**config.mk**
```make
export PLATFORM = sky130hd
export DESIGN_NAME = tx_ts_queue
export DESIGN_NICKNAME = d
export VERILOG_FILES = /design/src/rtl/tx_ts_queue_pkg.sv /design/src/rtl/tx_ts_queue_sync_fifo.sv /design/src/rtl/tx_ts_queue.sv
export SDC_FILE = /design/constraint.sdc
export NUM_CORES = 1
export LEC_CHECK = 0
export CELL_PAD_IN_SITES_DETAIL_PLACEMENT = 2
export CELL_PAD_IN_SITES_GLOBAL_PLACEMENT = 2
export CORE_MARGIN = 8
export CORE_UTILIZATION = 48
export CTS_CLUSTER_SIZE = 24
export DETAILED_ROUTE_END_ITERATION = 10
export PLACE_DENSITY_LB_ADDON = 0.12
export SYNTH_ARGS = -nofsm -noshare
export SYNTH_HDL_FRONTEND = slang
export SYNTH_SLANG_ARGS = --single-unit
```
**constraint.sdc**
```tcl
create_clock -name tx_clk -period 6.6 [get_ports tx_clk]
set_input_delay 1.32 -clock tx_clk [delete_from_list [all_inputs] [get_ports tx_clk]]
set_output_delay 1.32 -clock tx_clk [all_outputs]
set_load 0.1 [all_outputs]
```
**src/rtl/tx_ts_queue_pkg.sv**
```systemverilog
// ==========================================================================
// tx_ts_queue_pkg: shared sizes, capture FSM encoding, qualification helper. rev 1.0
// ==========================================================================
`timescale 1ns/1ps
`default_nettype none

package tx_ts_queue_pkg;

  localparam int TSQ_DEPTH = 4;
  localparam int TSQ_EW    = 100;

  typedef enum logic [1:0] {
    ST_IDLE   = 2'd0,
    ST_HOLD   = 2'd1,
    ST_COMMIT = 2'd2
  } tsq_state_e;

  // Only two-step event messages (types 0..3) are queued; a one-step Sync or
  // Pdelay_Resp already carries its timestamp in the frame.
  function automatic logic frame_qualifies(
    input logic       queue_en,
    input logic       is_ptp,
    input logic [3:0] msg_type,
    input logic       one_step
  );
    logic ts_in_frame;
    ts_in_frame = one_step && ((msg_type == 4'd0) || (msg_type == 4'd3));
    return queue_en && is_ptp && (msg_type <= 4'd3) && !ts_in_frame;
  endfunction

endpackage

`default_nettype wire

```
**src/rtl/tx_ts_queue_sync_fifo.sv**
```systemverilog
// ==========================================================================
// tsq_sync_fifo: timestamp entry storage with level, sticky overflow, 1-cycle read. rev 1.0
// ==========================================================================
`timescale 1ns/1ps
`default_nettype none

module tsq_sync_fifo #(
  parameter int DEPTH = 4,
  parameter int EW    = 100
) (
  input  logic                       clk,
  input  logic                       rst_n,
  input  logic                       en_i,
  input  logic                       push_i,
  input  logic [EW-1:0]              push_data_i,
  input  logic                       pop_i,
  input  logic                       clr_ovf_i,
  output logic                       rd_valid_o,
  output logic [EW-1:0]              rd_data_o,
  output logic [$clog2(DEPTH):0]     level_o,
  output logic                       ovf_o
);

  localparam int AW = $clog2(DEPTH);
  localparam int LW = AW + 1;

  logic [EW-1:0] mem_q [DEPTH];
  logic [EW-1:0] mem_d [DEPTH];
  logic [AW-1:0] wr_ptr_q, wr_ptr_d;
  logic [AW-1:0] rd_ptr_q, rd_ptr_d;
  logic [LW-1:0] level_q, level_d;
  logic          ovf_q, ovf_d;
  logic          rd_valid_q, rd_valid_d;
  logic [EW-1:0] rd_data_q, rd_data_d;

  logic do_pop, do_push, full;

  // A pop in the same cycle frees the slot, so a push at full still lands.
  assign full    = (level_q == LW'(DEPTH));
  assign do_pop  = pop_i && (level_q != '0);
  assign do_push = push_i && (!full || do_pop);

  always_comb begin
    mem_d      = mem_q;
    wr_ptr_d   = wr_ptr_q;
    rd_ptr_d   = rd_ptr_q;
    level_d    = level_q;
    ovf_d      = ovf_q;
    rd_valid_d = rd_valid_q;
    rd_data_d  = rd_data_q;
    if (en_i) begin
      rd_valid_d = do_pop;
      if (do_push) begin
        mem_d[wr_ptr_q] = push_data_i;
        wr_ptr_d        = wr_ptr_q + AW'(1);
      end
      if (do_pop) begin
        rd_data_d = mem_q[rd_ptr_q];
        rd_ptr_d  = rd_ptr_q + AW'(1);
      end
      if (do_push && !do_pop) begin
        level_d = level_q + LW'(1);
      end else if (do_pop && !do_push) begin
        level_d = level_q - LW'(1);
      end
      // A fresh overflow outranks a coincident clear.
      if (push_i && full && !do_pop) begin
        ovf_d = 1'b1;
      end else if (clr_ovf_i) begin
        ovf_d = 1'b0;
      end
    end
  end

  always_ff @(posedge clk or negedge rst_n) begin
    if (!rst_n) begin
      mem_q      <= '{default: '0};
      wr_ptr_q   <= '0;
      rd_ptr_q   <= '0;
      level_q    <= '0;
      ovf_q      <= 1'b0;
      rd_valid_q <= 1'b0;
      rd_data_q  <= '0;
    end else begin
      mem_q      <= mem_d;
      wr_ptr_q   <= wr_ptr_d;
      rd_ptr_q   <= rd_ptr_d;
      level_q    <= level_d;
      ovf_q      <= ovf_d;
      rd_valid_q <= rd_valid_d;
      rd_data_q  <= rd_data_d;
    end
  end

  assign rd_valid_o = rd_valid_q;
  assign rd_data_o  = rd_data_q;
  assign level_o    = level_q;
  assign ovf_o      = ovf_q;

endmodule

`default_nettype wire

```
**src/rtl/tx_ts_queue.sv**
```systemverilog
// ==========================================================================
// tx_ts_queue: captures tx SFD timestamps of two-step PTP frames into a CPU-read queue. rev 1.0
// ==========================================================================
`timescale 1ns/1ps
`default_nettype none

module tx_ts_queue
  import tx_ts_queue_pkg::*;
#(
  parameter int DEPTH = TSQ_DEPTH,
  parameter int EW    = TSQ_EW
) (
  input  logic                   tx_clk,
  input  logic                   tx_rst_n,
  input  logic                   tx_clk_en_i,
  input  logic                   sfd_valid_i,
  input  logic [79:0]            sfd_timestamp_i,
  input  logic                   frame_end_i,
  input  logic                   is_ptp_message_i,
  input  logic [3:0]             ptp_messageType_i,
  input  logic [15:0]            ptp_seqId_i,
  input  logic                   one_step_flag_i,
  input  logic                   queue_en_i,
  input  logic                   rd_req_i,
  output logic                   rd_valid_o,
  output logic [EW-1:0]          rd_data_o,
  output logic [$clog2(DEPTH):0] level_o,
  output logic                   ovf_o,
  input  logic                   clr_ovf_i
);

  tsq_state_e  state_q, state_d;
  logic [79:0] ts_q, ts_d;
  logic [3:0]  type_q, type_d;
  logic [15:0] seq_q, seq_d;
  logic        push;
  logic [EW-1:0] entry;

  assign entry = {type_q, seq_q, ts_q};

  always_comb begin
    state_d = state_q;
    ts_d    = ts_q;
    type_d  = type_q;
    seq_d   = seq_q;
    push    = 1'b0;
    if (tx_clk_en_i) begin
      case (state_q)
        ST_IDLE: begin
          if (sfd_valid_i) begin
            ts_d    = sfd_timestamp_i;
            state_d = ST_HOLD;
          end
        end
        ST_HOLD: begin
          // Parser results may change after frame end, so they are held here.
          if (frame_end_i) begin
            if (frame_qualifies(queue_en_i, is_ptp_message_i,
                                ptp_messageType_i, one_step_flag_i)) begin
              type_d  = ptp_messageType_i;
              seq_d   = ptp_seqId_i;
              state_d = ST_COMMIT;
            end else begin
              state_d = ST_IDLE;
            end
          end else if (sfd_valid_i) begin
            ts_d = sfd_timestamp_i;
          end
        end
        ST_COMMIT: begin
          push = 1'b1;
          if (sfd_valid_i) begin
            ts_d    = sfd_timestamp_i;
            state_d = ST_HOLD;
          end else begin
            state_d = ST_IDLE;
          end
        end
        default: state_d = ST_IDLE;
      endcase
    end
  end

  always_ff @(posedge tx_clk or negedge tx_rst_n) begin
    if (!tx_rst_n) begin
      state_q <= ST_IDLE;
      ts_q    <= '0;
      type_q  <= '0;
      seq_q   <= '0;
    end else begin
      state_q <= state_d;
      ts_q    <= ts_d;
      type_q  <= type_d;
      seq_q   <= seq_d;
    end
  end

  tsq_sync_fifo #(
    .DEPTH (DEPTH),
    .EW    (EW)
  ) u_fifo (
    .clk         (tx_clk),
    .rst_n       (tx_rst_n),
    .en_i        (tx_clk_en_i),
    .push_i      (push),
    .push_data_i (entry),
    .pop_i       (rd_req_i),
    .clr_ovf_i   (clr_ovf_i),
    .rd_valid_o  (rd_valid_o),
    .rd_data_o   (rd_data_o),
    .level_o     (level_o),
    .ovf_o       (ovf_o)
  );

endmodule

`default_nettype wire
```
# [Word level (Yosys, flattened, before mapping)]
# Index checks and enable logic that the tools add are counted.
[totals] reg_bits=611 output_inout_bits=105 elab_cells=82
[op_classes] addsub=4 n_lt_le_gt_ge=4 eq_ne=7 mux=20 bitwise_logic=2 n_reduce_logical=31
[op_table] operator="bitwise mux 400 bit" n=1
[op_table] operator="2-to-1 mux 100 bit" n=3
[op_table] operator="binary-select mux 100 bit (select 2 bit)" n=1
[op_table] operator="demux 100 bit (select 2 bit)" n=1
[op_table] operator="2-to-1 mux 80 bit" n=2
[op_table] operator="one-hot mux 80 bit (2 select lines)" n=1
[op_table] operator="logical AND 1 bit" n=11
[op_table] operator="AND reduction 2 bit" n=4
[op_table] operator=">= comparator 3 bit, second input constant" n=2
[op_table] operator="2-to-1 mux 2 bit" n=3
[op_table] operator="2-to-1 mux 3 bit" n=2
[op_table] operator="!= test 2 bit, second input constant" n=3
[op_table] operator="NOT 2 -> 3 bit" n=2
[op_table] operator="one-hot mux 2 bit (3 select lines)" n=1
[op_table] operator="AND reduction 3 bit" n=2
[op_table] operator="nonzero test 2 bit" n=3
[op_table] operator="2-to-1 mux 1 bit" n=5
[op_table] operator="adder 2 x 1 -> 2 bit, second input constant" n=2
[op_table] operator="equality test 4 x 2 -> 1 bit, second input constant" n=1
[op_table] operator="less-or-equal comparator 4 x 2 -> 1 bit, second input constant" n=1
[op_table] operator="zero test 1 bit" n=4
[op_table] operator="zero test 4 bit" n=1
[op_table] operator="AND reduction 4 bit" n=1
[op_table] operator="adder 3 x 1 -> 3 bit, second input constant" n=1
[op_table] operator="9 further kinds" n=10

# [Logic depth before layout (Yosys ltp)]
# Gate-level depths: netlist (run 1).
[depth] word_depth=8 depth_mapped=11 depth_no_buf=9

# [Hierarchy]
# A second synthesis (run 1) with hierarchy kept.
[hier_totals] hier_cells=1450 hier_area_um2=27343.7
[by_module_without_submodules] mod="tsq_sync_fifo" instances=1 cells_per_inst=1224 area_each_um2=23470.0
[by_module_without_submodules] mod="tx_ts_queue" instances=1 cells_per_inst=226 area_each_um2=3873.7

# [Worst setup path before layout (run 1)]
# OpenSTA, ideal clock, no wires.
[synth_timing] path_type="in2reg" start="in rd_req_i" end="reg u_fifo.level_q[1] (netlist: u_fifo.level_o[1])" setup_ns=0.126 t_arrival_ns=3.013 t_required_ns=6.474 path_slack_ns=3.461 cell_stages=8 n_path_buf=1 path_cell_list="or4b_1 buf_6 nand2_1 inv_1 ha_1 inv_1 fa_1 mux2_2"
[synth_between] elab_chain_len=7
[synth_rtl] item="start: declaration" line_no="tx_ts_queue.sv:24" text="input logic rd_req_i,"
[synth_rtl] item="logical AND 1 bit (*)" line_no="tx_ts_queue_sync_fifo.sv:40" text="assign do_pop = pop_i && (level_q != '0);"
[synth_rtl] item="logical OR 1 bit" line_no="tx_ts_queue_sync_fifo.sv:41" text="assign do_push = push_i && (!full || do_pop);"
[synth_rtl] item="logical AND 1 bit" line_no="tx_ts_queue_sync_fifo.sv:41"
[synth_rtl] item="zero test 1 bit" line_no="tx_ts_queue_sync_fifo.sv:63" text="end else if (do_pop && !do_push) begin"
[synth_rtl] item="logical AND 1 bit" line_no="tx_ts_queue_sync_fifo.sv:63"
[synth_rtl] item="nonzero test 2 bit (no line)"
[synth_rtl] item="AND reduction 2 bit (no line)"
[synth_rtl] item="end signal: assignment" line_no="tx_ts_queue_sync_fifo.sv:88" text="level_q <= level_d;"
[synth_rtl] item="end: declaration" line_no="tx_ts_queue_sync_fifo.sv:31" text="logic [LW-1:0] level_q, level_d;"
# Every way passes the cells marked *; elsewhere a longest branch is shown, timed or not.
# A chain may end at the register's enable or synchronous reset.

# [Final worst setup path (run 1)]
[layout_timing] start="in tx_clk_en_i" end="reg u_fifo.mem_q[8] in the netlist's numbering"
[layout_between] elab_chain_len=3
[layout_rtl] item="start: declaration" line_no="tx_ts_queue.sv:15" text="input logic tx_clk_en_i,"
[layout_rtl] item="2-to-1 mux 1 bit" line_no="tx_ts_queue.sv:47" text="if (tx_clk_en_i) begin"
[layout_rtl] item="logical AND 1 bit" line_no="tx_ts_queue_sync_fifo.sv:41"
[layout_rtl] item="AND reduction 2 bit (no line) (*)"
[layout_rtl] item="end signal: assignment" line_no="tx_ts_queue_sync_fifo.sv:85" text="mem_q <= mem_d;"
[layout_rtl] item="end: declaration" line_no="tx_ts_queue_sync_fifo.sv:27" text="logic [EW-1:0] mem_q [DEPTH];"
# Marks and branches as above.

==> parameters.txt, run 1 <==
Parameter                              Value

Final layout
  Diodes inserted ... 0
  Design Area, Final ... 0.03192 mm2
  Share of cells above drive strength 1 ... 48.86%
  Share of the core filled with cells ... 56.72%
  Post-layout net count ... 1,785
  Area growth syn-to-layout ... 17.15%

Clocking
  Max clock buf depth ... 3
  Cts hold-fix bufs ... 0
  Number of resized instances in the post-cts repair step ... 0
  Clock edge transition at the registers on the reported setup and hold paths ... 0.06 ns
  Clock tree from TritonCTS ... built
  Clock Sinks ... 611
  H-Tree Depth ... 3
  Post-CTS setup repair buffer count ... 0
  Insertion delay to the later sink of the worst-skew pair ... 0.59 ns
  Number of CTS-inserted buffers ... 69
  Clock root buffer ... sky130_fd_sc_hd__clkbuf_16

Critical path
  Combined buffer and inverter count along the critical path ... 2
  Kind of launch point of the worst setup path ... primary input
  Capture instance of the worst register-to-register path ... u_fifo.mem_q[252]
  Timing endpoint of the critical path ... u_fifo.mem_q[8]
  Crit-path max FO ... 42
  Stage delay of the slowest cell on the critical path ... 0.83 ns
  Startpoint of the worst setup timing path ... tx_clk_en_i
  CP max-delay cell ... sky130_fd_sc_hd__nand3_4
  Flop2flop setup slack ... 3.48 ns
  Data required time of the worst path ... 7.05 ns
  Cells along the critical path ... clkdlybuf4s50_1 > and3b_1 > nand3_4 > buf_4 > mux2_4
  Arrival time reported for the critical path endpoint ... 4.36 ns
  FF-to-FF path depth ... 4
  Worst R2R Start ... u_fifo.level_o[0]
  Critical path type ... in2reg
  WP depth ... 5
  Kind of capture point of the worst setup path ... register
  Cell family with the largest share of critical-path delay ... simple AND/OR/NAND/NOR gates

Route
  # DRC ... 0
  ANT nets after route ... 0
  Drt first-iter violations ... 601
  Total via count after detailed routing ... 13,500
  Post-Route WL ... 65,540 um
  Vias per Instance ... 5.465
  Average wire length per cell after detail routing ... 26.52 um
  Drt pass-1 iters ... 4

Floorplan
  Number of cell rows ... 87
  Area of the placeable core ... 0.05628 mm2
  Area of the die ... 0.06465 mm2
  Chip Height ... 254.3 um
  Width of the chip ... 254.3 um
  Initial core utilization ... 48.42%
  # IOs ... 215

Logic synthesis
  Seq cells post-synth ... 611
  Most frequent cell after synthesis ... sky130_fd_sc_hd__dfrtp_1
  Unique masters post-synth ... 29
  Area share of the largest cell type after synthesis ... 56.11%
  Yosys top cell by area ... sky130_fd_sc_hd__dfrtp_1
  Register area share after synthesis ... 56.11%
  Most area-consuming cells after synthesis ... sky130_fd_sc_hd__dfrtp_1, sky130_fd_sc_hd__mux2_4, sky130_fd_sc_hd__mux2_2, sky130_fd_sc_hd__mux4_2, sky130_fd_sc_hd__buf_12
  Primary flip-flop cell chosen by synthesis mapping ... sky130_fd_sc_hd__dfrtp_1
  Number of enable flip-flop cells after synthesis ... 0
  Mapped Area ... 0.02725 mm2
  Per-instance average area after synthesis ... 18.81 um2
  Async S/R FF share, synth ... 100.0%
  Top cells by instance count after synthesis ... sky130_fd_sc_hd__dfrtp_1, sky130_fd_sc_hd__mux2_4, sky130_fd_sc_hd__mux2_2
  Number of warning messages in the yosys log ... 0
  Mapped Nets ... 1,565
  Number of instances in the synthesized netlist ... 1,449

Pwr
  Maximum ir drop on the vdd rail ... 0.0002221 V
  Total power per unit cell area ... 311.1 mW/mm2
  Leak Pwr ... 16.05 nW
  PnR Total Power ... 9.931 mW

Timing
  Highest Clock Rate ... 256.3 MHz
  Crit path time final ... 3.902 ns
  Slew HR ... 21.70%
  Sum of negative setup slack ... 0 ns
  Final hold vios ... 0
  Setup repair after global routing missed its margin ... no
  Pins Over Slew Limit ... 0
  Worst hold slack ... 0.5013 ns
  Setup Viol. Count Final ... 0
  Least-Margin Pin Slew ... 1.171 ns
  Final Cycle Share ... 59.12%
  Worst Clk Skew ... 0.02283 ns

Global routing
  Maximum number of pins on one net before global-route repair ... 179
  Met3 global-route usage ... 3.413%
  Number of antenna violations at the first check in global routing ... 1
  Global Route Usage Sum ... 20.67%
  Grt total ovfl ... 0
  Wire length of the first global-routing pass ... 102,900 um
  Number of global-route vias before repair ... 16,310
  GR Layer Usage met2 ... 36.14%
  Met1 demand-to-capacity share in global routing ... 26.53%
  Layer carrying the most global-route usage ... met2

Placement
  Buffers added on ports ... 214
  Placed instance area ... 0.02963 mm2
  HPWL reported at the end of detailed placement ... 38,560 um
  Routability congestion estimate ... 0.6932

Run
  Total of max-cap violations ... 0

Hold path
  Hold Path Class ... reg2reg

Status
  Outcome ... completed
==> layer usage <==
metal	vias to the layer above	share of wire, %
li1	5719	-
met1	7466	43
met2	221	52
met3	98	2.9
met4	0	2.4
met5	-	0
==> cells by family after synthesis <==
| kind of cell | synth area share [%] |
|---|---|
| DFF | 56.11 |
| and+or+nand+nor | 0.4592 |
| adders and majority gates | 0.3031 |
| AOI/OAI and AO/OA | 0.2205 |
| buffers and inverters | 4.110 |
| muxes | 38.57 |
| xor gates and xnor gates | 0.2250 |
==> worst min path at each step <==
| stage | startpoint | end | slack (ns) | depth (start not counted) |
|---|---|---|---|---|
| finish | u_fifo.rd_data_o[15] | u_fifo.rd_data_o[15] | 0.50 | 1 |
| global route | u_fifo.mem_q[311] | u_fifo.mem_q[311] | 0.52 | 1 |
| CTS | u_fifo.ovf_o | u_fifo.ovf_o | 0.51 | 1 |
| detailed placement | u_fifo.ovf_o | u_fifo.ovf_o | 0.49 | 1 |
| global placement | u_fifo.mem_q[172] | u_fifo.mem_q[172] | 0.49 | 1 |
| floorplan | u_fifo.mem_q[100] | u_fifo.mem_q[100] | 0.48 | 1 |
==> flip-flops by register name (all words and copies together), names as in the netlist <==
name / count
u_fifo.mem_q: 400
u_fifo.wr_ptr_q: 2
u_fifo.rd_data_o: 100
u_fifo.rd_valid_o: 1
u_fifo.rd_ptr_q: 2
state_q: 2
u_fifo.ovf_o: 1
seq_q: 16
type_q: 4
u_fifo.level_o: 3
ts_q: 80
==> power by group <==
part | switching (mW) | internal [mW] | total, mW
Combinational | 0.884 | 0.720 | 1.60
Sequential | 0.450 | 4.00 | 4.45
Clock | 1.51 | 2.37 | 3.88
Total | 2.84 | 7.09 | 9.93
==> worst reg2reg max path, stage by stage, from the launching register on <==
cell                      delay [ns]
sky130_fd_sc_hd__dfrtp_1        0.48
sky130_fd_sc_hd__or4b_1         0.81
sky130_fd_sc_hd__nand3_4        0.65
sky130_fd_sc_hd__buf_4          0.68
sky130_fd_sc_hd__mux2_4         0.38
==> layout make-up <==
cell class / instances / area (um2)
clock buffers: 105 / 2093
flip-flops and latches: 611 / 15300
clock inverters: 12 / 196.4
fillers: 4701 / 24360
repair buffers: 239 / 2447
well taps: 756 / 945.9
inverters: 8 / 30.03
multi-input cells: 740 / 10910
==> per-stage QoR <==
stage | std cells | setup WS (ns)
floorplan | 1449 | 3.461
global placement | 2354 | 2.127
detailed placement | 2354 | 2.094
CTS | 2471 | 2.704
global route | 2471 | 2.608
finish | 2471 | 2.698
==> cell usage in the layout, fill, tap and decap left out, drive strengths merged <==
cell and count:
fa 1, nand2 5, mux4 100, and3b 1, nand3 5, nand4b 1
dfrtp 611, buf 26, a211oi 1, nor2b 3, o21ai 4, o31ai 1
clkinv 7, mux2 600, nor2 1, clkbuf 105, or4b 1, xnor2 5
bufinv 5, clkdlybuf4s50 213, nand4bb 1, inv 8, ha 5, a22o 1
xor2 2, a21o 1, o311ai 1
Power figures use the tool's default switching activity.
==> run 2: changes to the inputs <==
--- a/config.mk
+++ b/config.mk
@@ -8,7 +8,7 @@
 export CELL_PAD_IN_SITES_DETAIL_PLACEMENT = 2
 export CELL_PAD_IN_SITES_GLOBAL_PLACEMENT = 2
 export CORE_MARGIN = 8
-export CORE_UTILIZATION = 48
+export CORE_UTILIZATION = 40
 export CTS_CLUSTER_SIZE = 24
 export DETAILED_ROUTE_END_ITERATION = 10
 export PLACE_DENSITY_LB_ADDON = 0.12
==> constraint.sdc (replaced) <==
create_clock -name tx_clk -period 3.5 [get_ports tx_clk]
set_input_delay 0.7 -clock tx_clk [delete_from_list [all_inputs] [get_ports tx_clk]]
set_output_delay 0.7 -clock tx_clk [all_outputs]
set_load 0.1 [all_outputs]
==> parameters.txt, run 2 (synthesis gave the netlist of run 1 again) <==
Parameter                              Value

Status
  Outcome ... completed

Route
  Drt first-iter violations ... 476 (-21%)
  Total via count after detailed routing ... 13,580 (+0.55%)
  # DRC ... 0 (unchanged)
  Vias per Instance ... 5.171 (-5.4%)
  ANT nets after route ... 0 (unchanged)
  Drt pass-1 iters ... 4 (unchanged)
  Post-Route WL ... 66,180 um (+0.97%)
  Average wire length per cell after detail routing ... 25.20 um (-5.0%)

Floorplan
  Number of cell rows ... 95 (+9.2%)
  # IOs ... 215 (unchanged)
  Area of the die ... 0.07673 mm2 (+19%)
  Width of the chip ... 277 um (+8.9%)
  Chip Height ... 277 um (+8.9%)
  Initial core utilization ... 40.50% (-7.9 points)
  Area of the placeable core ... 0.06728 mm2 (+20%)

Placement
  Buffers added on ports ... 214 (unchanged)
  Routability congestion estimate ... 0.7000 (+0.98%)
  HPWL reported at the end of detailed placement ... 42,030 um (+9.0%)

Critical path
  CP max-delay cell ... sky130_fd_sc_hd__clkdlybuf4s50_1
  Kind of launch point of the worst setup path ... register
  Cell family with the largest share of critical-path delay ... buffers and inverters
  Cells along the critical path ... clkdlybuf4s50_1
  Data required time of the worst path ... 2.80 ns (-4.25 ns)
  Crit-path max FO ... 2 (-95%)
  Arrival time reported for the critical path endpoint ... 2.14 ns (-2.22 ns)
  Kind of capture point of the worst setup path ... output pin
  Critical path type ... reg2out
  Stage delay of the slowest cell on the critical path ... 1.16 ns (+0.33 ns)
  Combined buffer and inverter count along the critical path ... 1 (-1)

Timing
  Least-Margin Pin Slew ... 1.010 ns (-0.1611 ns)
  Setup repair after global routing missed its margin ... no
  Worst hold slack ... 0.1073 ns (-0.3940 ns)
  Final hold vios ... 0 (unchanged)
  Sum of negative setup slack ... 0 ns (unchanged)
  Crit path time final ... 2.844 ns
  Setup Viol. Count Final ... 0 (unchanged)
  Pins Over Slew Limit ... 0 (unchanged)
  Final Cycle Share ... 81.27%
  Highest Clock Rate ... 351.6 MHz
  Worst Clk Skew ... 0.01219 ns (-0.01063 ns)
  Slew HR ... 32.48% (+11 points)

Pwr
  Net switching component of the power ... 5.415 mW (+91%)
  Switching power share of the total ... 28.69% (+0.073 points)
  Clock share of power ... 39.0% (about the same)
  Maximum ir drop on the vdd rail ... 0.0003713 V (+67%)
  Proportion of power drawn by combinational gates ... 17.1% (+0.9 points)
  Leak Pwr ... 16.35 nW (+1.8%)
  Total power per unit cell area ... 580.5 mW/mm2 (+87%)
  Fraction of power consumed by sequential logic ... 43.9% (-0.9 points)
  Internal power component ... 13.46 mW (+90%)

Clocking
  Number of resized instances in the post-cts repair step ... 0 (unchanged)
  Clock edge transition at the registers on the reported setup and hold paths ... 0.06 ns (about the same)
  Max clock buf depth ... 3 (unchanged)
  Post-CTS setup repair buffer count ... 0 (unchanged)
  Clock root buffer ... sky130_fd_sc_hd__clkbuf_16
  Clock tree from TritonCTS ... built
  Number of CTS-inserted buffers ... 71 (+2.9%)
  Cts hold-fix bufs ... 0 (unchanged)
  H-Tree Depth ... 3 (unchanged)
  Insertion delay to the later sink of the worst-skew pair ... 0.59 ns (about the same)
  Clock Sinks ... 611 (unchanged)

Global routing
  Grt total ovfl ... 0 (unchanged)
  Number of antenna violations at the first check in global routing ... 3 (+2)
  Global Route Usage Sum ... 17.38% (-3.3 points)
  Wire length of the first global-routing pass ... 104,600 um (+1.7%)
  Met1 demand-to-capacity share in global routing ... 22.15% (-4.4 points)
  Maximum number of pins on one net before global-route repair ... 95 (-47%)
  GR Layer Usage met2 ... 30.00% (-6.1 points)
  Met3 global-route usage ... 3.091% (-0.32 points)
  Layer carrying the most global-route usage ... met2
  Number of global-route vias before repair ... 16,540 (+1.4%)

Final layout
  Leading cell type in the layout, fill and taps excluded ... sky130_fd_sc_hd__dfrtp_1
  Share of cells above drive strength 1 ... 51.03% (+2.2 points)
  Most frequent cells in the layout ... sky130_fd_sc_hd__dfrtp_1, sky130_fd_sc_hd__mux2_4, sky130_fd_sc_hd__mux2_2, sky130_fd_sc_hd__clkdlybuf4s50_1, sky130_fd_sc_hd__mux4_2
  Area growth syn-to-layout ... 19.31%
  Top register by number of flip-flops ... u_fifo.mem_q
  Post-layout net count ... 1,818 (+1.8%)
  Number of flip-flops under the largest register name ... 400 (unchanged)

Hold path
  Hold Path Class ... in2async

Run
  Total of max-cap violations ... 0 (unchanged)
[run 2: layout make-up]
| type | count | area, um2 |
|---|---|---|
| Antenna cell | 3 | 7.507 |
| Sequential cell | 611 | 15300 |
| Inverter | 8 | 30.03 |
| Clock inverter | 14 | 175.2 |
| Timing Repair Buffer | 270 | 2863 |
| Clock buffer | 107 | 2135 |
| Tap cell | 873 | 1092 |
| Multi-Input combinational cell | 740 | 10910 |
| Fill cell | 6023 | 34770 |
[run 2: worst paths after layout]
kind | start | cells past startpoint | slack, ns | to
min in group tx_clk | u_fifo.mem_q[274] | 1 | 0.50 | u_fifo.mem_q[274]
setup reg to reg | u_fifo.level_o[0] | 7 | 1.09 | u_fifo.level_o[1]
max in group asynchronous | tx_rst_n | 2 | 2.31 | u_fifo.rd_ptr_q[0]
hold / removal | tx_rst_n | 1 | 0.11 | u_fifo.rd_data_o[83]
hold reg to reg | u_fifo.mem_q[274] | 1 | 0.50 | u_fifo.mem_q[274]
setup / recovery | u_fifo.rd_data_o[74] | 1 | 0.66 | rd_data_o[74]
[run 2: per-stage QoR]
step                cells  utilization [%]  area, um2  setup slack [ns]  power [mW]
floorplan            1449                -      27250            0.6920       10.42
global placement     2502            44.88      30190            0.4862       11.65
detailed placement   2502            44.88      30190            0.4642       11.75
CTS                  2623            48.31      32500            0.5946       19.26
global route         2623            48.31      32500            0.5877       19.69
finish               2626            48.32      32510            0.6556       18.87
[run 2: power by group through the flow]
stage	Clock (mW)	Sequential (mW)	Combinational, mW
floorplan	0	8.68	1.74
global placement	0	8.38	3.27
detailed placement	0	8.43	3.32
CTS	7.63	8.32	3.32
global route	7.86	8.39	3.44
finish	7.36	8.29	3.22
[run 2: per-layer routing]
layer	part of all wire [%]	wire, um	vias up
met5	0	0	-
met4	2.6	1726	0
met3	3.3	2209	99
met2	51	33740	214
met1	43	28500	7460
li1	-	-	5805
